[config.mk]
export PLATFORM = sky130hd
export DESIGN_NAME = xyz_result_capture_flat
export DESIGN_NICKNAME = d
export VERILOG_FILES = /design/src/rtl/xyz_pkg.sv /design/src/rtl/xyz_result_capture_if.sv /design/src/rtl/xyz_result_capture_sync_fifo.sv /design/src/rtl/xyz_result_capture.sv /design/src/flat_wrapper.sv
export SDC_FILE = /design/constraint.sdc
export NUM_CORES = 1
export LEC_CHECK = 0
export ABC_AREA = 1
export CORE_MARGIN = 3
export CORE_UTILIZATION = 50
export CTS_CLUSTER_SIZE = 16
export DETAILED_ROUTE_END_ITERATION = 7
export PLACE_DENSITY = 0.74
export SYNTH_ARGS = -nofsm -noshare
export SYNTH_HDL_FRONTEND = slang
export SYNTH_HIERARCHICAL = 1
export SYNTH_SLANG_ARGS = --single-unit
[constraint.sdc]
create_clock -name clk -period 6.4 [get_ports clk]
set_input_delay 1.28 -clock clk [delete_from_list [all_inputs] [get_ports clk]]
set_output_delay 1.28 -clock clk [all_outputs]
set_load 0.005 [all_outputs]
[src/rtl/xyz_pkg.sv]
// ============================================================================
// Module : xyz_pkg
// Desc   : Shared types for the {x,y,z} result-capture stage and its consumers.
// Rev    : 1.0  initial release
// ============================================================================
`default_nettype none

package xyz_pkg;

  typedef logic [2:0] xyz_t;

  localparam int XYZ_X     = 2;
  localparam int XYZ_Y     = 1;
  localparam int XYZ_Z     = 0;
  localparam int XYZ_TAG_W = 8;

  typedef struct packed {
    xyz_t                 vec;
    logic [XYZ_TAG_W-1:0] tag;
  } entry_t;

  function automatic xyz_t pack_xyz(input logic x, input logic y, input logic z);
    xyz_t v;
    v        = '0;
    v[XYZ_X] = x;
    v[XYZ_Y] = y;
    v[XYZ_Z] = z;
    return v;
  endfunction

endpackage

`default_nettype wire

[src/rtl/xyz_result_capture_if.sv]
// ============================================================================
// Module : xyz_result_capture_if
// Desc   : Producer/consumer handshake bundle of the result-capture stage.
// Rev    : 1.0  initial release
// ============================================================================
`default_nettype none

interface xyz_result_capture_if #(
  parameter int DEPTH = 4,
  parameter int TAG_W = 8
);
  localparam int LEVEL_W = $clog2(DEPTH) + 1;

  logic               in_valid;
  logic               in_x;
  logic               in_y;
  logic               in_z;
  logic               change_only;
  logic               clr_ovf;
  logic               in_ready;
  logic               out_valid;
  logic               out_ready;
  logic [2:0]         out_data;
  logic [TAG_W-1:0]   out_tag;
  logic [LEVEL_W-1:0] level;
  logic               overflow;

  modport master (
    output in_valid, in_x, in_y, in_z, change_only, clr_ovf, out_ready,
    input  in_ready, out_valid, out_data, out_tag, level, overflow
  );

  modport slave (
    input  in_valid, in_x, in_y, in_z, change_only, clr_ovf, out_ready,
    output in_ready, out_valid, out_data, out_tag, level, overflow
  );

endinterface

`default_nettype wire

[src/rtl/xyz_result_capture_sync_fifo.sv]
// ============================================================================
// Module : sync_fifo
// Desc   : Single-clock FIFO; extra pointer MSB separates full from empty.
// Rev    : 1.0  initial release
// ============================================================================
`default_nettype none

module sync_fifo #(
  parameter int DEPTH = 4,
  parameter int WIDTH = 11
) (
  input  wire logic                       clk,
  input  wire logic                       rst,
  input  wire logic                       push_i,
  input  wire logic [WIDTH-1:0]           wdata_i,
  input  wire logic                       pop_i,
  output logic      [WIDTH-1:0]           rdata_o,
  output logic                            full_o,
  output logic                            empty_o,
  output logic      [$clog2(DEPTH):0]     level_o
);

  localparam int AW = $clog2(DEPTH);

  logic [WIDTH-1:0] mem_q [DEPTH];
  logic [AW:0]      wr_ptr_q, wr_ptr_d;
  logic [AW:0]      rd_ptr_q, rd_ptr_d;
  logic             push_ok, pop_ok;

  assign full_o  = (wr_ptr_q[AW] != rd_ptr_q[AW]) &&
                   (wr_ptr_q[AW-1:0] == rd_ptr_q[AW-1:0]);
  assign empty_o = (wr_ptr_q == rd_ptr_q);
  assign level_o = wr_ptr_q - rd_ptr_q;
  assign push_ok = push_i && !full_o;
  assign pop_ok  = pop_i && !empty_o;

  // An empty FIFO presents zeros rather than stale storage.
  assign rdata_o = empty_o ? '0 : mem_q[rd_ptr_q[AW-1:0]];

  always_comb begin
    wr_ptr_d = wr_ptr_q;
    rd_ptr_d = rd_ptr_q;
    if (push_ok) wr_ptr_d = wr_ptr_q + 1'b1;
    if (pop_ok)  rd_ptr_d = rd_ptr_q + 1'b1;
  end

  always_ff @(posedge clk) begin
    if (rst) begin
      wr_ptr_q <= '0;
      rd_ptr_q <= '0;
    end else begin
      wr_ptr_q <= wr_ptr_d;
      rd_ptr_q <= rd_ptr_d;
    end
  end

  always_ff @(posedge clk) begin
    if (push_ok) mem_q[wr_ptr_q[AW-1:0]] <= wdata_i;
  end

endmodule

`default_nettype wire

[src/rtl/xyz_result_capture.sv]
// ============================================================================
// Module : xyz_result_capture
// Desc   : Tags and buffers {x,y,z} samples with change filter and sticky overflow.
// Rev    : 1.0  initial release
// ============================================================================
`default_nettype none

module xyz_result_capture
  import xyz_pkg::*;
#(
  parameter int DEPTH = 4,
  parameter int TAG_W = 8
) (
  input wire logic             clk,
  input wire logic             rst,
  xyz_result_capture_if.slave  bus
);

  localparam int WIDTH   = 3 + TAG_W;
  localparam int LEVEL_W = $clog2(DEPTH) + 1;

  logic [TAG_W-1:0]   cnt_q, cnt_d;
  xyz_t               last_q, last_d;
  logic               have_last_q, have_last_d;
  logic               ovf_q, ovf_d;

  xyz_t               vec;
  logic               filtered, push, drop, pop;
  logic               full, empty;
  logic [WIDTH-1:0]   rdata;
  logic [LEVEL_W-1:0] level;

  assign vec      = pack_xyz(bus.in_x, bus.in_y, bus.in_z);
  assign filtered = bus.change_only && have_last_q && (vec == last_q);
  assign push     = bus.in_valid && !filtered && !full;
  assign drop     = bus.in_valid && !filtered && full;
  assign pop      = !empty && bus.out_ready;

  always_comb begin
    cnt_d       = cnt_q;
    last_d      = last_q;
    have_last_d = have_last_q;
    ovf_d       = ovf_q;
    // Every offered sample consumes a tag, even when filtered or dropped.
    if (bus.in_valid) cnt_d = cnt_q + 1'b1;
    if (push) begin
      last_d      = vec;
      have_last_d = 1'b1;
    end
    if (drop)             ovf_d = 1'b1;
    else if (bus.clr_ovf) ovf_d = 1'b0;
  end

  always_ff @(posedge clk) begin
    if (rst) begin
      cnt_q       <= '0;
      last_q      <= '0;
      have_last_q <= 1'b0;
      ovf_q       <= 1'b0;
    end else begin
      cnt_q       <= cnt_d;
      last_q      <= last_d;
      have_last_q <= have_last_d;
      ovf_q       <= ovf_d;
    end
  end

  sync_fifo #(
    .DEPTH (DEPTH),
    .WIDTH (WIDTH)
  ) u_fifo (
    .clk     (clk),
    .rst     (rst),
    .push_i  (push),
    .wdata_i ({vec, cnt_q}),
    .pop_i   (pop),
    .rdata_o (rdata),
    .full_o  (full),
    .empty_o (empty),
    .level_o (level)
  );

  assign bus.in_ready  = !full;
  assign bus.out_valid = !empty;
  assign bus.out_data  = rdata[TAG_W +: 3];
  assign bus.out_tag   = rdata[TAG_W-1:0];
  assign bus.level     = level;
  assign bus.overflow  = ovf_q;

endmodule

`default_nettype wire

[src/flat_wrapper.sv]
// flat-port wrapper written by rule: the top's interface ports become plain ports
module xyz_result_capture_flat import xyz_pkg::*;
#(
  parameter int DEPTH = 4,
  parameter int TAG_W = 8
)
  (clk, rst, bus_in_valid, bus_in_x, bus_in_y, bus_in_z, bus_change_only, bus_clr_ovf, bus_out_ready, bus_in_ready, bus_out_valid, bus_out_data, bus_out_tag, bus_level, bus_overflow);
  xyz_result_capture_if #(.DEPTH(DEPTH), .TAG_W(TAG_W)) bus_i ();
  input wire logic clk;
  input wire logic rst;
  input wire logic [$bits(bus_i.in_valid)-1:0] bus_in_valid;
  input wire logic [$bits(bus_i.in_x)-1:0] bus_in_x;
  input wire logic [$bits(bus_i.in_y)-1:0] bus_in_y;
  input wire logic [$bits(bus_i.in_z)-1:0] bus_in_z;
  input wire logic [$bits(bus_i.change_only)-1:0] bus_change_only;
  input wire logic [$bits(bus_i.clr_ovf)-1:0] bus_clr_ovf;
  input wire logic [$bits(bus_i.out_ready)-1:0] bus_out_ready;
  output wire logic [$bits(bus_i.in_ready)-1:0] bus_in_ready;
  output wire logic [$bits(bus_i.out_valid)-1:0] bus_out_valid;
  output wire logic [$bits(bus_i.out_data)-1:0] bus_out_data;
  output wire logic [$bits(bus_i.out_tag)-1:0] bus_out_tag;
  output wire logic [$bits(bus_i.level)-1:0] bus_level;
  output wire logic [$bits(bus_i.overflow)-1:0] bus_overflow;
  assign bus_i.in_valid = bus_in_valid;
  assign bus_i.in_x = bus_in_x;
  assign bus_i.in_y = bus_in_y;
  assign bus_i.in_z = bus_in_z;
  assign bus_i.change_only = bus_change_only;
  assign bus_i.clr_ovf = bus_clr_ovf;
  assign bus_i.out_ready = bus_out_ready;
  assign bus_in_ready = bus_i.in_ready;
  assign bus_out_valid = bus_i.out_valid;
  assign bus_out_data = bus_i.out_data;
  assign bus_out_tag = bus_i.out_tag;
  assign bus_level = bus_i.level;
  assign bus_overflow = bus_i.overflow;
  xyz_result_capture #(.DEPTH(DEPTH), .TAG_W(TAG_W)) u_core (.clk(clk), .rst(rst), .bus(bus_i));
endmodule
# ---- Word level (Yosys, flattened, before mapping)
# Memories as Yosys holds them, arrays and structs flattened. A register that Yosys moved wholly into a read port is not among the register bits.
# Index checks and enable logic that the tools add are counted.
dict set report op_classes {
  div_mod_pow 0
  n_eq_ne 4
  add_sub_neg 4
  shift 0
  n_reduce_logical 13
  mux 7
  bitwise 0
  magnitude_cmp 0
  mul 0
}
# op count
set ops {}
lappend ops {{$mux 11} 1}
lappend ops {{$logic_and 1x1->1} 9}
lappend ops {{$add 8x1->8 const B} 1}
lappend ops {{$add 3x1->3 const B} 2}
lappend ops {{$eq 3x3->1} 2}
lappend ops {{$mux 1} 4}
lappend ops {{$mux 2} 2}
lappend ops {{$logic_not 1->1} 3}
lappend ops {{$sub 3x3->3} 1}
lappend ops {{$eq 2x2->1} 1}
lappend ops {{$reduce_bool 2->1} 1}
lappend ops {{$ne 1x1->1} 1}
dict set report totals {
  latchBits 0
  rom_bits 0
  input_bits 9
  memories 1
  ram_bits 44
  output_inout_bits 17
  reg_bits 19
  elab_cells 35
}
# name depth word_bits read_ports rd_clocked_by_memory_dff wr line_no
set memory_table {}
lappend memory_table {u_core.u_fifo.mem_q 4 11 1 1 1 xyz_result_capture_sync_fifo.sv:25} ;# logic [WIDTH-1:0] mem_q [DEPTH];

# ---- Depth between registers and ports, before layout
dict set report depth {
  word_depth 8
  ltp_mapped 14
  mapped_depth_nobuf 14
}

# ---- Modules after synthesis
# The synthesis kept the hierarchy.
# mod cells_per_inst area_each_um2 seq_area_each_um2 n_inst
set modules_own_cells {}
lappend modules_own_cells {sync_fifo 205 2229.6 1481.4 1}
lappend modules_own_cells {xyz_result_capture 100 684.4 260.2 1}

# ---- Least setup slack after synthesis
# Ideal clock, no wire load.
dict set report synth_path {
  kind {input -> register}
  from {input port bus_in_z}
  to {memory u_core.u_fifo.mem_q[0][0] (enable)}
  path_buffers 0
  path_slack_ns 3.676
  stages 9
  arrival_time_ns 2.345
  setup_ns 0.378
  required_time_ns 6.022
  path_cell_list {inv_1 nand2_1 nand2_1 nor2_1 nand2_2 nand3_2 inv_2 nand2_1 nor2_1}
}
dict set report synth_between {
  elab_chain_len 8
}
# element line_no
set synth_rtl {}
lappend synth_rtl {{start: declaration} flat_wrapper.sv:14} ;# input wire logic [$bits(bus_i.in_z)-1:0] bus_in_z;
lappend synth_rtl {{$eq 3x3->1} xyz_result_capture.sv:34} ;# assign filtered = bus.change_only && have_last_q && (vec == last_q);
lappend synth_rtl {{$logic_and 1x1->1} xyz_result_capture.sv:34}
lappend synth_rtl {{$logic_not 1->1} xyz_result_capture.sv:35} ;# assign push = bus.in_valid && !filtered && !full;
lappend synth_rtl {{$logic_and 1x1->1 (2 in a row)} xyz_result_capture.sv:35}
lappend synth_rtl {{named net u_core.push} xyz_result_capture.sv:28} ;# logic filtered, push, drop, pop;
lappend synth_rtl {{$logic_and 1x1->1} xyz_result_capture_sync_fifo.sv:34} ;# assign push_ok = push_i && !full_o;
lappend synth_rtl {{$mux 1} xyz_result_capture_sync_fifo.sv:58} ;# if (push_ok) mem_q[wr_ptr_q[AW-1:0]] <= wdata_i;
lappend synth_rtl {{$mux 1 (implied by the code)} xyz_result_capture_sync_fifo.sv:58}
lappend synth_rtl {{end: declaration} xyz_result_capture_sync_fifo.sv:25}
# The timed path passes the listed nets, and every way through them passes these cells.

==> impl_metrics.env <==
export IMPL_status="complete, no violations"
export IMPL_fill_cells=470
export IMPL_synthToLayoutAreaGrowth_pct=16.4
export IMPL_post_synth_top_area_fraction=0.453
export IMPL_crit_arrival_ns=2.62
export IMPL_critPathMaxFanout=23
export IMPL_seq_area_frac_synth=0.598
export IMPL_vias=2019
export IMPL_drive_gt1_frac=0.0917
export IMPL_grt_usage=0.174
export IMPL_reg2reg_from="u_core/u_fifo/wr_ptr_q[0]"
export IMPL_post_cts_resized=0
export IMPL_worstPathRequired_ns=5.12
export IMPL_finalClockSkew_ns=0.00674
export IMPL_maxSlewViolCount=0
export IMPL_rows=27
export IMPL_start_util=0.523
export IMPL_critical_path_class="register to output pin"
export IMPL_drv_cap=0
export IMPL_port_buffers=25
export IMPL_gp_congestion=0.886
export IMPL_insertion_delay_ns=0.33
export IMPL_ant_nets=0
export IMPL_crit_path_end="bus_out_tag[7]"
export IMPL_place_hpwl_um=3610
export IMPL_nNetsFinal=351
export IMPL_htree_levels=3
export IMPL_dp_slack_ns=2.68
export IMPL_synth_area_leaders="edfxtp_1 (45%), dfxtp_1 (14%), nor2_1 (8.8%), nand2_1 (4.9%), inv_1 (4.6%)"
export IMPL_synth_top_area_cell="edfxtp_1"
export IMPL_comb_power_share=0.227
export IMPL_post_route_util=0.609
export IMPL_total_power_mw=1.08
export IMPL_ios=26
export IMPL_ys_flop_type="edfxtp_1"
export IMPL_coreArea_um2=5570
export IMPL_r2r_end="u_core/u_fifo/mem_q[3][0]"
export IMPL_worst_pin_slew_ns=0.976
export IMPL_cts_sinks=65
export IMPL_ys_warn_count=6
export IMPL_slew_limit_headroom=0.347
export IMPL_hold_buffers=0
export IMPL_irDropWorstVdd_mv=0.140
export IMPL_synth_nets=323
export IMPL_synthCells=305
export IMPL_p_per_area_nw_per_um2=318
export IMPL_switchingPower_mw=0.295
export IMPL_min_period_over_period=0.609
export IMPL_grt_pass1_wl_um=8570
export IMPL_hp_class="register to register"
export IMPL_grt_pass1_vias=1847
export IMPL_final_cell_mix="nor2_1 (68), edfxtp_1 (44), nand2_1 (38)"
export IMPL_diodes=0
export IMPL_regToRegSetupSlack_ns=3.57
export IMPL_p_sw_frac=0.274
export IMPL_via_per_inst=4.92
export IMPL_p_int_mw=0.782
export IMPL_ys_ff_latch=65
export IMPL_finalSetupViolations=0
export IMPL_clockPowerShare=0.307
export IMPL_fmax_mhz=257
export IMPL_fin_setup_tns_ns=0
export IMPL_die_w_um=82.3
export IMPL_die_h_um=82.3
export IMPL_drtIter0Drc=158
export IMPL_gr_total_overflow=0
export IMPL_wl_per_cell_um=12.7
export IMPL_dieArea_um2=6780
export IMPL_setup_worst_path_end_class="output pin"
export IMPL_clk_path_buf_depth=2
export IMPL_drc=0
export IMPL_p_leak_nw=1.37
export IMPL_cts_buffers=9
export IMPL_clkSlewWorstSetupHoldPaths_ns=0.06
export IMPL_hold_viol=0
export IMPL_async_flop_share=0
export IMPL_dr_pass1_iters=4
export IMPL_final_common_cell="nor2_1"
export IMPL_antenna_found_initial=0
export IMPL_synth_area_per_cell_um2=9.55
export IMPL_cts_tree="done"
export IMPL_seq_power_share=0.466
export IMPL_cp_start_kind="register"
export IMPL_setup_slack_ns=2.50
export IMPL_r2r_cells=11
export IMPL_post_cts_buffers=0
export IMPL_grt_max_degree=24
export IMPL_synth_edff_count=44
export IMPL_yosysUniqueCellTypes=30
export IMPL_wl_um=5210
export IMPL_syn_cell_area_um2=2910
export IMPL_rsz0062_at_grt="no"
export IMPL_cts_root_buffer="clkbuf_8"
export IMPL_post_route_min_period_ns=3.90
-- sequential cells by signal, summed over array words and instances, names as in the netlist, named ones only --
signal and count:
u_core/u_fifo/rd_ptr_q 3, u_core/cnt_q 8, u_core/bus.overflow 1, u_core/u_fifo/wr_ptr_q 3, u_core/u_fifo/mem_q 44, u_core/last_q 3
u_core/have_last_q 1
-- critical path, stage by stage, from the launching register on --
cell and delay [ns]:
dfxtp_1 0.83, inv_1 0.52, o21ai_0 0.38, a21oi_1 0.11, clkdlybuf4s50_1 0.45
-- per-layer routing --
layer,GRT usage,wire (um),vias up
li1,-,-,1052
met1,0.231,2510,921
met2,0.262,2370,38
met3,0.0488,236,8
met4,0.0814,93,0
met5,0,0,-
-- worst min-delay path by stage --
stage | from | to | slack, ns | cells past startpoint
2_1_floorplan | u_core/have_last_q | u_core/have_last_q | 0.42 | 2
3_3_place_gp | u_core/have_last_q | u_core/have_last_q | 0.45 | 2
3_5_place_dp | u_core/have_last_q | u_core/have_last_q | 0.45 | 2
4_1_cts | u_core/have_last_q | u_core/have_last_q | 0.46 | 2
5_1_grt | u_core/have_last_q | u_core/have_last_q | 0.49 | 2
6_report | u_core/have_last_q | u_core/have_last_q | 0.45 | 2
-- cell families after synthesis --
| logic type | after synthesis | share of synthesized area |
|---|---|---|
| XOR/XNOR | 1 | 0.00301 |
| AO/OA/AOI/OAI | 51 | 0.0906 |
| adder cells (fa/ha/maj) | 9 | 0.0412 |
| flip-flops | 65 | 0.598 |
| buffers and inverters | 52 | 0.0794 |
| AND/OR/NAND/NOR | 127 | 0.188 |
-- Yosys cell counts, types with 2 or more instances --
cell type  count
inv_1         36
nand4_1        3
o211ai_1       2
nand3_1        6
buf_4          3
nand2_1       38
nor3_1         2
clkbuf_1       2
a21oi_1       23
nand3_2        4
ha_1           8
edfxtp_1      44
o21ai_0       23
nand2_2        2
nor2_2         2
o21ai_1        2
inv_2          5
nor2_1        68
dfxtp_1       21
-- metrics by stage --
stage	hold WS [ns]	cells	area (um2)
after floorplan	0.424	305	2910
after global placement	0.452	394	3200
after detailed placement	0.446	394	3200
after CTS	0.456	410	3390
after global routing	0.495	410	3390
final	0.454	410	3390
-- layout make-up --
cell class	count	area (um2)	share of cell area
clock buffers	12	145	0.0428
clock inverters	4	43.8	0.0129
inverters	44	180	0.0531
multi-input cells	188	941	0.277
flip-flops and latches	65	1740	0.513
well taps	72	90.1	0.0266
repair buffers	25	250	0.0738
-- power by group through the flow --
stage	clock, mW	sequential (mW)	combinational, mW
after floorplan	0	0.495	0.152
after global placement	0	0.510	0.243
after detailed placement	0	0.512	0.247
after CTS	0.336	0.502	0.249
after global routing	0.361	0.507	0.277
final	0.330	0.502	0.245
No activity file was read; power rests on OpenSTA's default activity.
